File: src/rtl/sniffer_pkg.sv
// Shared types and constants for the sniffer sample-RAM read side.
// Holds the drain FSM state encoding and the word-to-byte helper.
package sniffer_pkg;

  typedef enum logic [1:0] {
    IDLE  = 2'd0,
    REQ   = 2'd1,
    WAIT  = 2'd2,
    SHIFT = 2'd3
  } state_e;

  localparam int unsigned BYTES_PER_WORD = 4;
  localparam int unsigned IDX_W          = 2;
  localparam logic [IDX_W-1:0] LAST_IDX  = IDX_W'(BYTES_PER_WORD - 1);

  // Little-endian byte select: index 0 is bits [7:0].
  function automatic logic [7:0] word_byte(input logic [31:0] word, input logic [IDX_W-1:0] idx);
    logic [7:0] b;
    case (idx)
      2'd0:    b = word[7:0];
      2'd1:    b = word[15:8];
      2'd2:    b = word[23:16];
      2'd3:    b = word[31:24];
      default: b = 8'h00;
    endcase
    return b;
  endfunction

endpackage

File: src/rtl/sniffer_readout_if.sv
// Read-only Wishbone port between the readout block and the sample RAM's second port.
interface sniffer_readout_if;
  logic [31:0] mem_addr;
  logic [3:0]  mem_sel;
  logic        mem_we;
  logic        mem_stb;
  logic [31:0] mem_data;
  logic        mem_ack;
  logic        mem_stall;

  modport master (
    output mem_addr, mem_sel, mem_we, mem_stb,
    input  mem_data, mem_ack, mem_stall
  );

  modport slave (
    input  mem_addr, mem_sel, mem_we, mem_stb,
    output mem_data, mem_ack, mem_stall
  );
endinterface

File: src/rtl/sniffer_readout_ser.sv
// 32-bit to byte serializer with valid/ready output and a last-byte handshake pulse.
module word_byte_ser
  import sniffer_pkg::*;
(
  input  logic        clk_i,
  input  logic        rst_ni,
  input  logic        load_i,
  input  logic [31:0] word_i,
  input  logic        tx_ready_i,
  output logic [7:0]  tx_data_o,
  output logic        tx_valid_o,
  output logic        last_o
);

  logic [31:0]      word_q;
  logic [IDX_W-1:0] idx_q;
  logic             valid_q;
  logic [7:0]       data_q;
  logic             hs_s;

  assign hs_s       = valid_q & tx_ready_i;
  assign last_o     = hs_s & (idx_q == LAST_IDX);
  assign tx_data_o  = data_q;
  assign tx_valid_o = valid_q;

  // Output byte is pre-selected one step ahead so tx_data_o stays a register.
  always_ff @(posedge clk_i or negedge rst_ni) begin
    if (!rst_ni) begin
      word_q  <= 32'h0000_0000;
      idx_q   <= '0;
      valid_q <= 1'b0;
      data_q  <= 8'h00;
    end else if (load_i) begin
      word_q  <= word_i;
      idx_q   <= '0;
      valid_q <= 1'b1;
      data_q  <= word_byte(word_i, 2'd0);
    end else if (last_o) begin
      valid_q <= 1'b0;
    end else if (hs_s) begin
      idx_q  <= idx_q + 2'd1;
      data_q <= word_byte(word_q, idx_q + 2'd1);
    end
  end

endmodule

File: src/rtl/sniffer_readout.sv
// Drains capture words from the sample RAM in write order and streams them out
// little-endian as bytes; owns the read pointer and the Wishbone read port.
module sniffer_readout
  import sniffer_pkg::*;
#(
  parameter int unsigned ADDR_W    = 14,
  parameter logic [31:0] BASE_ADDR = 32'h0000_0000
) (
  input  logic              clk_i,
  input  logic              rst_ni,
  input  logic              enable_i,
  input  logic              clear_i,
  input  logic [ADDR_W-1:0] wr_ptr_i,
  output logic [ADDR_W-1:0] rd_ptr_o,
  output logic [ADDR_W-1:0] level_o,
  output logic              busy_o,
  sniffer_readout_if.master mem,
  output logic [7:0]        tx_data_o,
  output logic              tx_valid_o,
  input  logic              tx_ready_i
);

  state_e            state_q;
  logic [ADDR_W-1:0] rd_ptr_q;
  logic [ADDR_W-1:0] rd_ptr_d;
  logic              stb_q;
  logic [ADDR_W-1:0] level_s;
  logic [ADDR_W-1:0] level_d;
  logic              ser_load_s;
  logic              ser_last_s;

  assign rd_ptr_d   = rd_ptr_q + ADDR_W'(1);
  assign level_s    = wr_ptr_i - rd_ptr_q;
  assign level_d    = wr_ptr_i - rd_ptr_d;
  assign ser_load_s = (state_q == WAIT) & mem.mem_ack;

  assign rd_ptr_o      = rd_ptr_q;
  assign level_o       = level_s;
  assign busy_o        = (state_q != IDLE);
  assign mem.mem_addr  = BASE_ADDR + 32'({rd_ptr_q, 2'b00});
  assign mem.mem_sel   = 4'hF;
  assign mem.mem_we    = 1'b0;
  assign mem.mem_stb   = stb_q;

  // Drain FSM; the strobe is registered alongside the state so it tracks REQ exactly.
  always_ff @(posedge clk_i or negedge rst_ni) begin
    if (!rst_ni) begin
      state_q  <= IDLE;
      rd_ptr_q <= '0;
      stb_q    <= 1'b0;
    end else begin
      case (state_q)
        IDLE: begin
          if (clear_i) begin
            rd_ptr_q <= '0;
          end else if (enable_i && (level_s != '0)) begin
            state_q <= REQ;
            stb_q   <= 1'b1;
          end
        end
        REQ: begin
          if (!mem.mem_stall) begin
            state_q <= WAIT;
            stb_q   <= 1'b0;
          end
        end
        WAIT: begin
          if (mem.mem_ack) begin
            state_q <= SHIFT;
          end
        end
        SHIFT: begin
          // A word is only retired on its last byte, so enable never truncates it.
          if (ser_last_s) begin
            rd_ptr_q <= rd_ptr_d;
            if (enable_i && (level_d != '0)) begin
              state_q <= REQ;
              stb_q   <= 1'b1;
            end else begin
              state_q <= IDLE;
            end
          end
        end
        default: begin
          state_q <= IDLE;
          stb_q   <= 1'b0;
        end
      endcase
    end
  end

  word_byte_ser u_ser (
    .clk_i      (clk_i),
    .rst_ni     (rst_ni),
    .load_i     (ser_load_s),
    .word_i     (mem.mem_data),
    .tx_ready_i (tx_ready_i),
    .tx_data_o  (tx_data_o),
    .tx_valid_o (tx_valid_o),
    .last_o     (ser_last_s)
  );

endmodule

File: src/flat_wrapper.sv
// flat-port wrapper written by rule: the top's interface ports become plain ports
module sniffer_readout_flat import sniffer_pkg::*;
#(
  parameter int unsigned ADDR_W    = 14,
  parameter logic [31:0] BASE_ADDR = 32'h0000_0000
)
  (clk_i, rst_ni, enable_i, clear_i, wr_ptr_i, rd_ptr_o, level_o, busy_o, tx_data_o, tx_valid_o, tx_ready_i, mem_mem_addr, mem_mem_sel, mem_mem_we, mem_mem_stb, mem_mem_data, mem_mem_ack, mem_mem_stall);
  sniffer_readout_if mem_i ();
  input  logic clk_i;
  input  logic rst_ni;
  input  logic enable_i;
  input  logic clear_i;
  input  logic [ADDR_W-1:0] wr_ptr_i;
  output logic [ADDR_W-1:0] rd_ptr_o;
  output logic [ADDR_W-1:0] level_o;
  output logic busy_o;
  output logic [7:0] tx_data_o;
  output logic tx_valid_o;
  input  logic tx_ready_i;
  output wire logic [$bits(mem_i.mem_addr)-1:0] mem_mem_addr;
  output wire logic [$bits(mem_i.mem_sel)-1:0] mem_mem_sel;
  output wire logic [$bits(mem_i.mem_we)-1:0] mem_mem_we;
  output wire logic [$bits(mem_i.mem_stb)-1:0] mem_mem_stb;
  input wire logic [$bits(mem_i.mem_data)-1:0] mem_mem_data;
  input wire logic [$bits(mem_i.mem_ack)-1:0] mem_mem_ack;
  input wire logic [$bits(mem_i.mem_stall)-1:0] mem_mem_stall;
  assign mem_mem_addr = mem_i.mem_addr;
  assign mem_mem_sel = mem_i.mem_sel;
  assign mem_mem_we = mem_i.mem_we;
  assign mem_mem_stb = mem_i.mem_stb;
  assign mem_i.mem_data = mem_mem_data;
  assign mem_i.mem_ack = mem_mem_ack;
  assign mem_i.mem_stall = mem_mem_stall;
  sniffer_readout #(.ADDR_W(ADDR_W), .BASE_ADDR(BASE_ADDR)) u_core (.clk_i(clk_i), .rst_ni(rst_ni), .enable_i(enable_i), .clear_i(clear_i), .wr_ptr_i(wr_ptr_i), .rd_ptr_o(rd_ptr_o), .level_o(level_o), .busy_o(busy_o), .mem(mem_i), .tx_data_o(tx_data_o), .tx_valid_o(tx_valid_o), .tx_ready_i(tx_ready_i));
endmodule
File: config.mk
export PLATFORM = sky130hd
export DESIGN_NAME = sniffer_readout_flat
export DESIGN_NICKNAME = d
export VERILOG_FILES = /design/src/rtl/sniffer_pkg.sv /design/src/rtl/sniffer_readout_if.sv /design/src/rtl/sniffer_readout_ser.sv /design/src/rtl/sniffer_readout.sv /design/src/flat_wrapper.sv
export SDC_FILE = /design/constraint.sdc
export NUM_CORES = 1
export LEC_CHECK = 0
export ABC_AREA = 1
export BUFFER_PORTS_ARGS = -buffer_cell sky130_fd_sc_hd__buf_4
export CORE_UTILIZATION = 49
export DETAILED_ROUTE_END_ITERATION = 7
export PLACE_DENSITY = 0.78
export REMOVE_ABC_BUFFERS = 1
export SLEW_MARGIN = 20
export SYNTH_ARGS = -nofsm -noshare
export SYNTH_HDL_FRONTEND = slang
export SYNTH_SLANG_ARGS = --single-unit
File: constraint.sdc
create_clock -name clk_i -period 2.85 [get_ports clk_i]
set_input_delay 0.1425 -clock clk_i [delete_from_list [all_inputs] [get_ports clk_i]]
set_output_delay 0.1425 -clock clk_i [all_outputs]
set_load 0.01 [all_outputs]
Word level (Yosys, flattened, before mapping)
Cells that the tools add are included.

Register bits: 60. Input port bits: 53. Output and inout bits: 76. Logic and storage cells: 69.

Add/sub/neg operators: 4. Equality and inequality tests: 15. Muxes and demuxes: 25. Bitwise operators: 3. Reductions and logical operators: 15.

Operators by type and width (count): $pmux W8 S4 (1); $mux W14 (2); $pmux W14 S2 (1); $reduce_bool A14 Y1 (2); $sub A14 B14 Y14 (2); $mux W8 (3); $mux W2 (8); $add A14 B1 Y14 const B (1); $eq A2 B2 Y1 const B (5); $mux W1 (8); $ne A2 B1 Y1 const B (4); $ne A2 B2 Y1 const B (4); $pmux W2 S4 (1); $reduce_bool A2 Y1 (4); $reduce_and A6 Y1 (1); $reduce_and A5 Y1 (1); $eq A2 B1 Y1 const B (2); $logic_not A2 Y1 (2); $and A1 B1 Y1 (3); $pmux W1 S3 (1); $reduce_and A3 Y1 (1); $reduce_bool A3 Y1 (1); $add A2 B1 Y2 const B (1); $logic_and A1 B1 Y1 (2); $reduce_and A2 Y1 (1).

Longest topological paths before layout
Gate-level depths: netlist of run 1.

Word-level depth: 7. Mapped depth: 23. Gate-level depth less buffers: 23.

Cells and area by module
Synthesis of run 1 repeated with hierarchy kept, for this count alone.

Cells, all modules: 785. Area total of the unflattened synthesis: 5129.9 µm².

Modules (own cells, without submodules): sniffer_readout (instances 1, cells each 518, area an instance 3109.2 µm², sequential area each 425.4 µm²); word_byte_ser (instances 1, cells each 267, area an instance 2020.7 µm², sequential area each 1076.0 µm²).

Worst setup path before layout of run 1
No wires, ideal clock.

Path type: register to register. Start point: reg u_core.rd_ptr_q[1], in the netlist u_core.rd_ptr_o[1]. End point: reg u_core.state_q[0]. Setup time: 0.117 ns. Arrival: 2.738 ns. Required time: 2.733 ns. Slack: -0.005 ns. Cell stages (with the launch flop): 22. Path buffers: 0. Clock period less this slack: 2.855 ns. Cell sequence: dfrtp_1 -> ha_1 -> nand2_1 -> nor3_1 -> nand3_1 -> inv_1 -> nand3_1 -> xor2_1 -> ha_1 -> nand2_1 -> nor2_1 -> nand4_1 -> nand3_1 -> nand2_1 -> nand2_1 -> nand2_1 -> nor2_1 -> nand3_1 -> nand3_1 -> nand3_1 -> nand2_1 -> nand2_1.

Word-level cells in the longest chain between the ends: 7. Elaborated cells on any way between the ends: 12. Those cells by class: add/sub: 3; eq/ne: 1; mux: 3; reduce/logical: 5.

Ends and longest elaborated chain: from (decl) (line sniffer_readout.sv:24) `logic [ADDR_W-1:0] rd_ptr_q;`; from (signal assigned) (line sniffer_readout.sv:75) `rd_ptr_q <= rd_ptr_d;`; $add A14 B1 Y14 (line sniffer_readout.sv:32) `assign rd_ptr_d = rd_ptr_q + ADDR_W'(1);`; $sub A14 B14 Y14 (line sniffer_readout.sv:34) `assign level_d = wr_ptr_i - rd_ptr_d;`; $reduce_bool A14 Y1 (line sniffer_readout.sv:76) `if (enable_i && (level_d != '0)) begin`; $logic_and A1 B1 Y1 (line sniffer_readout.sv:76); $mux W1 (line sniffer_readout.sv:76); $mux W2 (line sniffer_readout.sv:74) `if (ser_last_s) begin`; $pmux W2 S4 (line sniffer_readout.sv:52) `case (state_q)`; to (signal assigned) (line sniffer_readout.sv:57) `state_q <= REQ;`; to (signal assigned) (line sniffer_readout.sv:77) `state_q <= REQ;`; to (signal assigned) (line sniffer_readout.sv:80) `state_q <= IDLE;`; to (decl) (line sniffer_readout.sv:23) `state_e state_q;`.

Parallel ways exist; a longest one is shown, timed or not. The select of a mux whose other input is x is not followed. A chain may end at the register's enable or synchronous reset.

Worst setup path in the final report of run 1
Start point: reg u_core.rd_ptr_q[1], in the netlist u_core.rd_ptr_o[1]. End point: reg u_core.stb_q, in the netlist u_core.mem.mem_stb.

Word-level cells in the longest chain between the ends: 6. Elaborated cells on any way between the ends: 10. Those cells by class: add/sub: 3; eq/ne: 2; reduce/logical: 5.

Ends and longest elaborated chain: $add A14 B1 Y14 (line sniffer_readout.sv:32); $sub A14 B14 Y14 (line sniffer_readout.sv:34); $reduce_bool A14 Y1 (line sniffer_readout.sv:76); $logic_and A1 B1 Y1 (line sniffer_readout.sv:76); $ne A2 B1 Y1 (no line); $reduce_and A6 Y1 (no line) (*); to (signal assigned) (line sniffer_readout.sv:64) `stb_q <= 1'b0;`; to (signal assigned) (line sniffer_readout.sv:78) `stb_q <= 1'b1;`; to (signal assigned) (line sniffer_readout.sv:86) `stb_q <= 1'b0;`; to (decl) (line sniffer_readout.sv:26) `logic stb_q;`.

Mark *: on every way between the ends. The rest lies on a longest branch, timed or not.

==> results of run 1 <==
-- metal layers --
metal / vias up / global-route usage / share of wire
li1: 2563 / - / -
met1: 2299 / 0.3457 / 0.45
met2: 178 / 0.4000 / 0.48
met3: 17 / 0.04234 / 0.054
met4: 0 / 0.07042 / 0.012
met5: - / 0 / 0
-- registers in the layout, summed over array words and instances (netlist names) --
signal                   cells
u_core.mem.mem_stb           1
u_core.rd_ptr_o             14
u_core.state_q               2
u_core.u_ser.idx_q           2
u_core.u_ser.tx_data_o       8
u_core.u_ser.tx_valid_o      1
u_core.u_ser.word_q         32
-- worst paths after layout --
path | start | endpoint
max in group asynchronous | rst_ni | u_core.state_q[1]
max | u_core.rd_ptr_o[1] | u_core.mem.mem_stb
max reg2reg | u_core.rd_ptr_o[1] | u_core.mem.mem_stb
min reg2reg | u_core.u_ser.word_q[1] | u_core.u_ser.word_q[1]
min | mem_mem_data[11] | u_core.u_ser.word_q[11]
min in group asynchronous | rst_ni | u_core.u_ser.tx_data_o[3]
-- repair_timing --
item	in CTS	in global routing
endpoints found under the hold margin	72	3
setup buffers	0	5
endpoints found under the setup margin	2	2
hold buffers	13	3
pin swaps	5	19
gates resized for setup	11	31
-- stage by stage --
step	hold slack [ns]	power, W	setup TNS [ns]
2_1_floorplan	-0.1531	0.002608	-0.1470
3_3_place_gp	0.2681	0.003266	-0.02599
3_5_place_dp	0.2640	0.003303	-0.1825
4_1_cts	0.0001045	0.004384	0
5_1_grt	0.002747	0.004779	-0.3865
6_report	0.01135	0.004421	0
-- final cells by class --
cell class	count	area (um^2)
repair buffers	140	1091
well taps	133	166.4
clock buffers	11	151.4
clock inverters	4	120.1
multi-input cells	568	3072
flip-flops and latches	60	1501
inverters	103	386.6
fillers	846	3376
-- cells by family (layout without fill, tap and decap cells) --
family                   count (synthesis)  count (layout)  synth area share
flip-flops                              60              60            0.2990
AO/OA/AOI/OAI                           68              68           0.08273
buffers and inverters                  155             258            0.1438
AND/OR/NAND/NOR                        424             424            0.3484
adder cells (fa/ha/maj)                 39              39            0.1002
other                                    2              23          0.001496
XOR/XNOR                                14              14           0.02442
-- placed cells by master (no fill, tap or decap), types with 5 or more instances in the layout --
cell | netlist | routed
a21oi_1 | 21 | 16
a21oi_2 | 1 | 6
a221oi_1 | 8 | 8
buf_4 | 37 | 124
clkbuf_8 | 0 | 11
conb_1 | 2 | 23
dfrtp_1 | 60 | 60
dlygate4sd3_1 | 0 | 16
ha_1 | 37 | 30
inv_1 | 101 | 100
nand2_1 | 298 | 292
nand2_2 | 7 | 11
nand3_1 | 45 | 42
nand3_2 | 2 | 5
nand4_1 | 12 | 12
nor2_1 | 47 | 43
nor2_4 | 2 | 5
o21a_1 | 8 | 8
o21ai_0 | 14 | 14
o22ai_1 | 12 | 12
xor2_1 | 10 | 5
xor2_2 | 0 | 5
-- power groups by stage --
stage | clock network (W) | registers [W] | logic (W)
floorplan | 0 | 0.00140 | 0.00121
global placement | 0 | 0.00137 | 0.00190
detailed placement | 0 | 0.00138 | 0.00192
CTS | 0.00106 | 0.00137 | 0.00196
global route | 0.00110 | 0.00142 | 0.00226
finish | 0.00105 | 0.00138 | 0.00199
-- critical path, delay by kind of cell, from the launching register on --
kind            cells  cell delay (ns)
fa+ha+maj           1             0.37
buf+inv             2             0.21
xor+xnor            1             0.25
flops               1             0.36
simple gates       17             1.50
compound gates      1             0.04
==> results.yml, run 1 <==
final_layout:
  n_antenna_cell: 0
  area_delta_synth_final_pct: 29.23
  final_core_utilization: 0.6578
  final_instance_area_mm2: 0.006489
  final-instance-count-excl-fill: 1019
  final_layout_size_suffix_gt1_frac: 0.2122
  finish.net_count: 974
logic_synthesis:
  netlist.top_cell.by_area: "dfrtp_1"
  dominantRegCellSynth: "dfrtp_1"
  avgSynthCellArea_um2: 6.589
  synth_warnings: 0
  synth-seq-cells: 60
  synthTopCellsByArea: "dfrtp_1 30%, nand2_1 22%, ha_1 9.2%"
  synthDistinctLibCells: 35
  synth_edf_count: 0
  synth.most_common_cell: "nand2_1"
  synth_top_area_frac: 0.2990
  synth_area_mm2: 0.005021
  synth_common_cells: "298 x nand2_1, 101 x inv_1, 60 x dfrtp_1"
  synthCells: 762
  synth-async-reset-ratio: 1.000
  synth_seq_area_share: 0.2990
routing:
  detailedRoute.firstPassIterationCount: 5
  vias: 5057
  route.final.wire_length_um: 13390
  drt-initial-drc-count: 308
  drcViolationCount: 0
  routed_via_density: 4.963
  avgRoutedWirePerCell_um: 13.14
  ant_nets: 0
placed_design:
  post_dp_cell_area_mm2: 0.005824
  dpl_worst_slack_ns: -0.09689
  dp.final_hpwl_um: 9403
  post-place-cells: 983
  gp_congestion: 0.8704
  port_buffers: 105
global_route:
  first_global_vias: 4484
  grt_antenna_before_repair: 0
  maximum_number_of_pins_on_one_net_before_global_route_repair: 61
  grt_first_pass_wirelength_um: 20580
  globalRouteTotalUtil: 0.2485
  globalRouteOverflowTotal: 0
sta:
  final_period_minus_worst_setup_slack_ns: 2.801
  final_min_period_over_clock_period: 0.9828
  hold_violations: 0
  worst_setup_margin_ns: 0.04911
  finalSetupViolCount: 0
  max_slew.worst_pin.slew_ns: 0.7648
  grt_setup_unrepaired: "true"
  relSlewSlack: 0.4901
  slew_viol_final: 0
  fmaxAchievable_mhz: 357.0
  clock_skew_ns: 0.01099
hold_path:
  hold-path-cell-count: 3
  hold_path_class: "in2reg"
setup_path:
  worst-r2r-cell-count: 22
  cp_cell_sequence: "buf_4 > nand3_2 > nor2_4 > nand3_2 > nor3_2 > xor2_1 > ha_2 > nand2_2 > a21oi_2 > nor2_1 > nand2_1 > inv_1 > nand2_1 > nand2_1 > nand2_1 > nor2_1 > nand3_1 > nand2_1 > nand2_1 > nand3_1 > nand2_1 > nand2_1"
  cp-start-kind: "flip-flop"
  path_max_fanout: 5
  critPathMostFrequentCell: "nand2_1"
  ff2ff_setup_slack_ns: 0.05
  criticalPathCategory: "reg2reg"
  end_kind: "flip-flop"
  required_ns: 3.12
  highest_cell_delay_on_the_worst_timing_path_ns: 0.37
  crit_slowest_cell: "ha_2"
  timing.critical_path.arrival_ns: 3.07
clocking:
  ctsRootBufferMaster: "clkbuf_8"
  cts_inserted_buffers: 9
  htree_num_levels: 3
  tritoncts_clock_tree: "built"
  clkSinkCount: 60
  worst_setup_hold_path_clk_slew_ns: 0.07
  cts-root-to-sink-buffers: 2
  worst_skew_pair.late_latency_ns: 0.34
power_and_ir_drop:
  power.share.clock: 0.238
  ir_worst_vdd_uv: 490.5
  combPwrFrac: 0.450
  power_report.internal_total_w: 0.002727
  p_sw_frac: 0.3831
  leakagePower_nw: 3.602
  net-switching-power_w: 0.001694
  power-per-cell-area_mw_per_mm2: 681.3
  fraction_of_power_consumed_by_sequential_logic: 0.312
floorplanning:
  die_height_um: 103.2
  top_level_ports: 129
  start_util: 0.5090
  dieArea_mm2: 0.01066
  die_width_um: 103.2
  placementRows: 36
  placeableCoreArea_mm2: 0.009864
flow_run:
  timing.max_cap.violations: 0
outcome:
  outcome: "completed"
Note: power is estimated with default switching activity, not from simulation.
==> run 2: changes to the inputs <==
==> constraint.sdc (replaced) <==
create_clock -name clk_i -period 2.5 [get_ports clk_i]
set_input_delay 0.125 -clock clk_i [delete_from_list [all_inputs] [get_ports clk_i]]
set_output_delay 0.125 -clock clk_i [all_outputs]
set_load 0.01 [all_outputs]
==> results.yml, run 2 (synthesized netlist as in run 1, its figures left out) <==
outcome:
  outcome: "finished with violations"
  violations: "negative setup slack"
setup_path:
  path_max_fanout: 4
  required_ns: 2.74
  cp-start-kind: "flip-flop"
  criticalPathCategory: "reg2reg"
  timing.critical_path.arrival_ns: 2.99
  end_kind: "flip-flop"
routing:
  detailedRoute.firstPassIterationCount: 5
  avgRoutedWirePerCell_um: 13.52
  drt-initial-drc-count: 315
  routed_via_density: 5.010
  ant_nets: 0
  vias: 5336
  drcViolationCount: 0
  route.final.wire_length_um: 14400
sta:
  hold_violations: 0
  worst_setup_margin_ns: -0.2546
  fmaxAchievable_mhz: 363.0
  final_period_minus_worst_setup_slack_ns: 2.755
  max_slew.worst_pin.slew_ns: 0.7762
  finalHoldWorstSlack_ns: 0.005306
  final_min_period_over_clock_period: 1.102
  clock_skew_ns: 0.01149
  relSlewSlack: 0.4825
  finalSetupViolCount: 2
  slew_viol_final: 0
  grt_setup_unrepaired: "true"
power_and_ir_drop:
  leakagePower_nw: 3.767
  ir_worst_vdd_uv: 623.0
  power-per-cell-area_mw_per_mm2: 695.5
final_layout:
  final_layout_size_suffix_gt1_frac: 0.2532
  top_register: "u_core.u_ser.word_q"
  final-instance-count-excl-fill: 1065
  mostFrequentLayoutCells: "290 x nand2_1, 154 x buf_4, 99 x inv_1"
  fill_cells: 751
  layout_commonest_cell: "nand2_1"
  largest_register_ffs: 32
  sequential_cell_area_mm2: 0.001504
  area_delta_synth_final_pct: 36.81
  finish.net_count: 1019
  n_antenna_cell: 0
  multi_input_comb_area_mm2: 0.003168
global_route:
  first_global_vias: 4773
  grt_first_pass_wirelength_um: 22180
  maximum_number_of_pins_on_one_net_before_global_route_repair: 61
  grt_antenna_before_repair: 0
  globalRouteTotalUtil: 0.2686
  globalRouteOverflowTotal: 0
floorplanning:
  top_level_ports: 129
  placeableCoreArea_mm2: 0.009864
  placementRows: 36
  dieArea_mm2: 0.01066
  die_height_um: 103.2
  start_util: 0.5090
  die_width_um: 103.2
clocking:
  ctsRootBufferMaster: "clkbuf_8"
  clkSinkCount: 60
  htree_num_levels: 3
  worst_setup_hold_path_clk_slew_ns: 0.07
  worst_skew_pair.late_latency_ns: 0.35
  cts-root-to-sink-buffers: 2
  tritoncts_clock_tree: "built"
  cts_inserted_buffers: 9
placed_design:
  dp.final_hpwl_um: 9650
  port_buffers: 105
  gp_congestion: 0.8546
  post-place-cells: 1011
hold_path:
  hold_path_class: "in2reg"
flow_run:
  timing.max_cap.violations: 0
==> run 2: where the power goes <==
group          internal, W  switching, W
logic              0.00103       0.00137
registers          0.00134      0.000234
clock network     0.000362      0.000438
total              0.00273       0.00205
==> run 2: through the flow <==
stage	worst slack, ns	utilization	total power (W)	TNS, ns	cell area (um^2)
floorplan	-0.4236	-	0.002973	-0.8470	4765
global placement	-0.3563	0.6117	0.003757	-0.7100	6035
detailed placement	-0.4442	0.6117	0.003807	-0.8851	6035
CTS	-0.2211	0.6733	0.004653	-0.4332	6641
global route	-0.5150	0.6963	0.005171	-1.196	6869
finish	-0.2546	0.6963	0.004777	-0.5053	6869
==> run 2: final timing paths <==
check	start	endpoint	slack [ns]	cells after the start
max in group asynchronous	rst_ni	u_core.rd_ptr_o[7]	1.55	2
hold / removal	mem_mem_data[1]	u_core.u_ser.word_q[1]	0.005	3
min in group asynchronous	rst_ni	u_core.u_ser.word_q[27]	0.39	2
setup reg to reg	u_core.rd_ptr_o[4]	u_core.state_q[0]	-0.25	21
hold reg to reg	u_core.u_ser.word_q[4]	u_core.u_ser.word_q[4]	0.48	2
setup / recovery	u_core.rd_ptr_o[4]	u_core.state_q[0]	-0.25	21
==> run 2: what timing repair did <==
| action | 4_1_cts | 5_1_grt |
|---|---|---|
| setup endpoints to repair | 3 | 6 |
| hold buffers | 28 | 1 |
| endpoints found under the hold margin | 87 | 1 |
| resized for setup | 22 | 37 |
| pin swaps | 13 | 14 |
| buffers inserted | 7 | 2 |
==> run 2: final cells by class <==
| class | instances | share of cell area |
|---|---|---|
| clock inverters | 7 | 0.007468 |
| multi-input cells | 568 | 0.4612 |
| inverters | 103 | 0.05628 |
| clock buffers | 9 | 0.01803 |
| well taps | 133 | 0.02423 |
| repair buffers | 185 | 0.2138 |
| flip-flops and latches | 60 | 0.2189 |
==> run 2: worst max-delay path: stages (launching register included) <==
cell,delay (ns)
dfrtp_1,0.36
nand2_1,0.13
buf_4,0.17
nor2_4,0.11
nand3_4,0.13
nor2_4,0.13
xor2_2,0.21
ha_4,0.25
nand2_1,0.10
nand2_1,0.11
nand2_1,0.09
nand2_1,0.07
a21oi_2,0.14
nand2_1,0.07
nand2_1,0.05
nand2_1,0.05
nor2_1,0.11
nand3_1,0.10
nand3_1,0.08
nand3_1,0.07
nand2_1,0.07
nand2_1,0.04
==> run 2: layer usage <==
metal / up-vias / wire, um / track usage
met5: - / 0 / 0
met4: 0 / 424 / 0.1062
met3: 42 / 768 / 0.04099
met2: 197 / 7004 / 0.4364
met1: 2441 / 6205 / 0.3614
li1: 2656 / - / -
==> run 3: changes to the inputs <==
--- a/config.mk
+++ b/config.mk
@@ -11,6 +11,7 @@
 export DETAILED_ROUTE_END_ITERATION = 7
 export PLACE_DENSITY = 0.78
 export REMOVE_ABC_BUFFERS = 1
+export SKIP_CTS_REPAIR_TIMING = 1
 export SLEW_MARGIN = 20
 export SYNTH_ARGS = -nofsm -noshare
 export SYNTH_HDL_FRONTEND = slang
==> results.yml, run 3 (synthesized netlist as in run 1, its figures left out) <==
sta:
  slew_viol_final: 0
  max_slew.worst_pin.slew_ns: 0.7670
  final_min_period_over_clock_period: 1.083
  relSlewSlack: 0.4887
  fmaxAchievable_mhz: 369.3
  worst_setup_margin_ns: -0.2080
  final_period_minus_worst_setup_slack_ns: 2.708
  finalHoldWorstSlack_ns: -0.02814
  hold_violations: 8
  finalSetupViolCount: 2
  clock_skew_ns: 0.009837
  grt_setup_unrepaired: "true"
power_and_ir_drop:
  power-per-cell-area_mw_per_mm2: 705.2
  leakagePower_nw: 3.678
  ir_worst_vdd_uv: 701.2
  totalPowerFinal_w: 0.004670
global_route:
  grtUsageMet2: 0.4010
  grt_first_pass_wirelength_um: 20360
  met1_capacity_usage_during_global_routing: 0.3387
  globalRouteTotalUtil: 0.2455
  grt_busiest_layer: "met2"
  first_global_vias: 4466
  maximum_number_of_pins_on_one_net_before_global_route_repair: 61
  grt_antenna_before_repair: 0
  groute.layer.met3.usage: 0.03293
  globalRouteOverflowTotal: 0
routing:
  avgRoutedWirePerCell_um: 12.70
  detailedRoute.firstPassIterationCount: 5
  drt-initial-drc-count: 314
  drcViolationCount: 0
  vias: 5193
  route.final.wire_length_um: 13310
  routed_via_density: 4.955
  ant_nets: 0
clocking:
  cts_inserted_buffers: 9
  htree_num_levels: 3
  ctsRootBufferMaster: "clkbuf_8"
  cts-root-to-sink-buffers: 2
  worst_skew_pair.late_latency_ns: 0.34
  clkSinkCount: 60
  worst_setup_hold_path_clk_slew_ns: 0.08
  tritoncts_clock_tree: "built"
setup_path:
  crit_slowest_cell: "dfrtp_1"
  timing.critical_path.arrival_ns: 2.94
  path_delay_family: "simple AND/OR/NAND/NOR gates"
  required_ns: 2.73
  highest_cell_delay_on_the_worst_timing_path_ns: 0.35
  end_kind: "flip-flop"
  critical_path.n_buffers_inverters: 4
  path_max_fanout: 5
  cp-start-kind: "flip-flop"
  critPathMostFrequentCell: "nand2_1"
  stages_on_worst_setup_path: 25
  regToRegStartpoint: "u_core.rd_ptr_o[1]"
  criticalPathCategory: "reg2reg"
  worst-r2r-cell-count: 25
  ff2ff_setup_slack_ns: -0.21
  reg2reg_to: "u_core.mem.mem_stb"
  startpoint: "u_core.rd_ptr_o[1]"
final_layout:
  n_antenna_cell: 0
  final_layout_size_suffix_gt1_frac: 0.2393
  largest_register_ffs: 32
  mostFrequentLayoutCells: "293 x nand2_1, 150 x buf_4, 99 x inv_1"
  finish.net_count: 1002
  area_delta_synth_final_pct: 31.90
  final-instance-count-excl-fill: 1048
  final_instance_area_mm2: 0.006623
  top_register: "u_core.u_ser.word_q"
  layout_commonest_cell: "nand2_1"
placed_design:
  dpl_worst_slack_ns: -0.4442
  post_dp_cell_area_mm2: 0.006035
  post-place-cells: 1011
  port_buffers: 105
  dp.final_hpwl_um: 9650
  gp_congestion: 0.8546
hold_path:
  whs_endpoint: "u_core.u_ser.word_q[14]"
  worstHoldStart: "mem_mem_data[14]"
  hold_path_class: "in2reg"
  hold-path-cell-count: 3
floorplanning:
  top_level_ports: 129
  placementRows: 36
  die_height_um: 103.2
  dieArea_mm2: 0.01066
  placeableCoreArea_mm2: 0.009864
  die_width_um: 103.2
  start_util: 0.5090
outcome:
  violations: "negative hold slack, negative setup slack"
  outcome: "finished with violations"
flow_run:
  timing.max_cap.violations: 0
[run 3: changes by cell type in the layout (fill, tap and decap cells not counted), sizes merged]
cell	previous run	this run
dlygate4sd3	29	18
buf	156	150
[run 3: routing by layer]
layer / part of all wire / vias to the layer above
met2: 0.48 / 190
met1: 0.46 / 2351
met4: 0.019 / 0
met5: 0 / -
li1: - / 2628
met3: 0.048 / 24
[run 3: final cells by class]
type,instances,area [um^2]
clock buffer,9,123.9
clock inverter,7,51.30
fill,810,3242
inverter,103,386.6
multi-input combinational,568,3084
sequential,60,1504
tap,133,166.4
timing repair buffer,168,1306
[run 3: report_power, final]
group	leakage [nW]	internal (W)	switching, W	total [W]
Clock	0.0856	0.000362	0.000426	0.000788
Sequential	0.758	0.00134	0.000226	0.00157
Combinational	2.83	0.000994	0.00132	0.00232
Total	3.68	0.00270	0.00197	0.00467
[run 3: worst max path at each step]
stage,to
final,u_core.mem.mem_stb
after global routing,u_core.mem.mem_stb
after CTS,u_core.state_q[0]
after detailed placement,u_core.state_q[0]
after global placement,u_core.mem.mem_stb
after floorplan,u_core.state_q[0]
[run 3: worst reg2reg max path: cells and delay by family, from the launching register on]
kind | cells | cell delay, ns
buffers and inverters | 4 | 0.44
adders and majority gates | 1 | 0.33
and+or+nand+nor | 20 | 1.48
DFF | 1 | 0.35
[run 3: metrics by stage]
| stage | setup TNS, ns | util |
|---|---|---|
| after CTS | -1.039 | 0.6295 |
| after global placement | -0.7100 | 0.6117 |
| after detailed placement | -0.8851 | 0.6117 |
| after global routing | -1.111 | 0.6714 |
| after floorplan | -0.8470 | - |
| final | -0.4113 | 0.6714 |
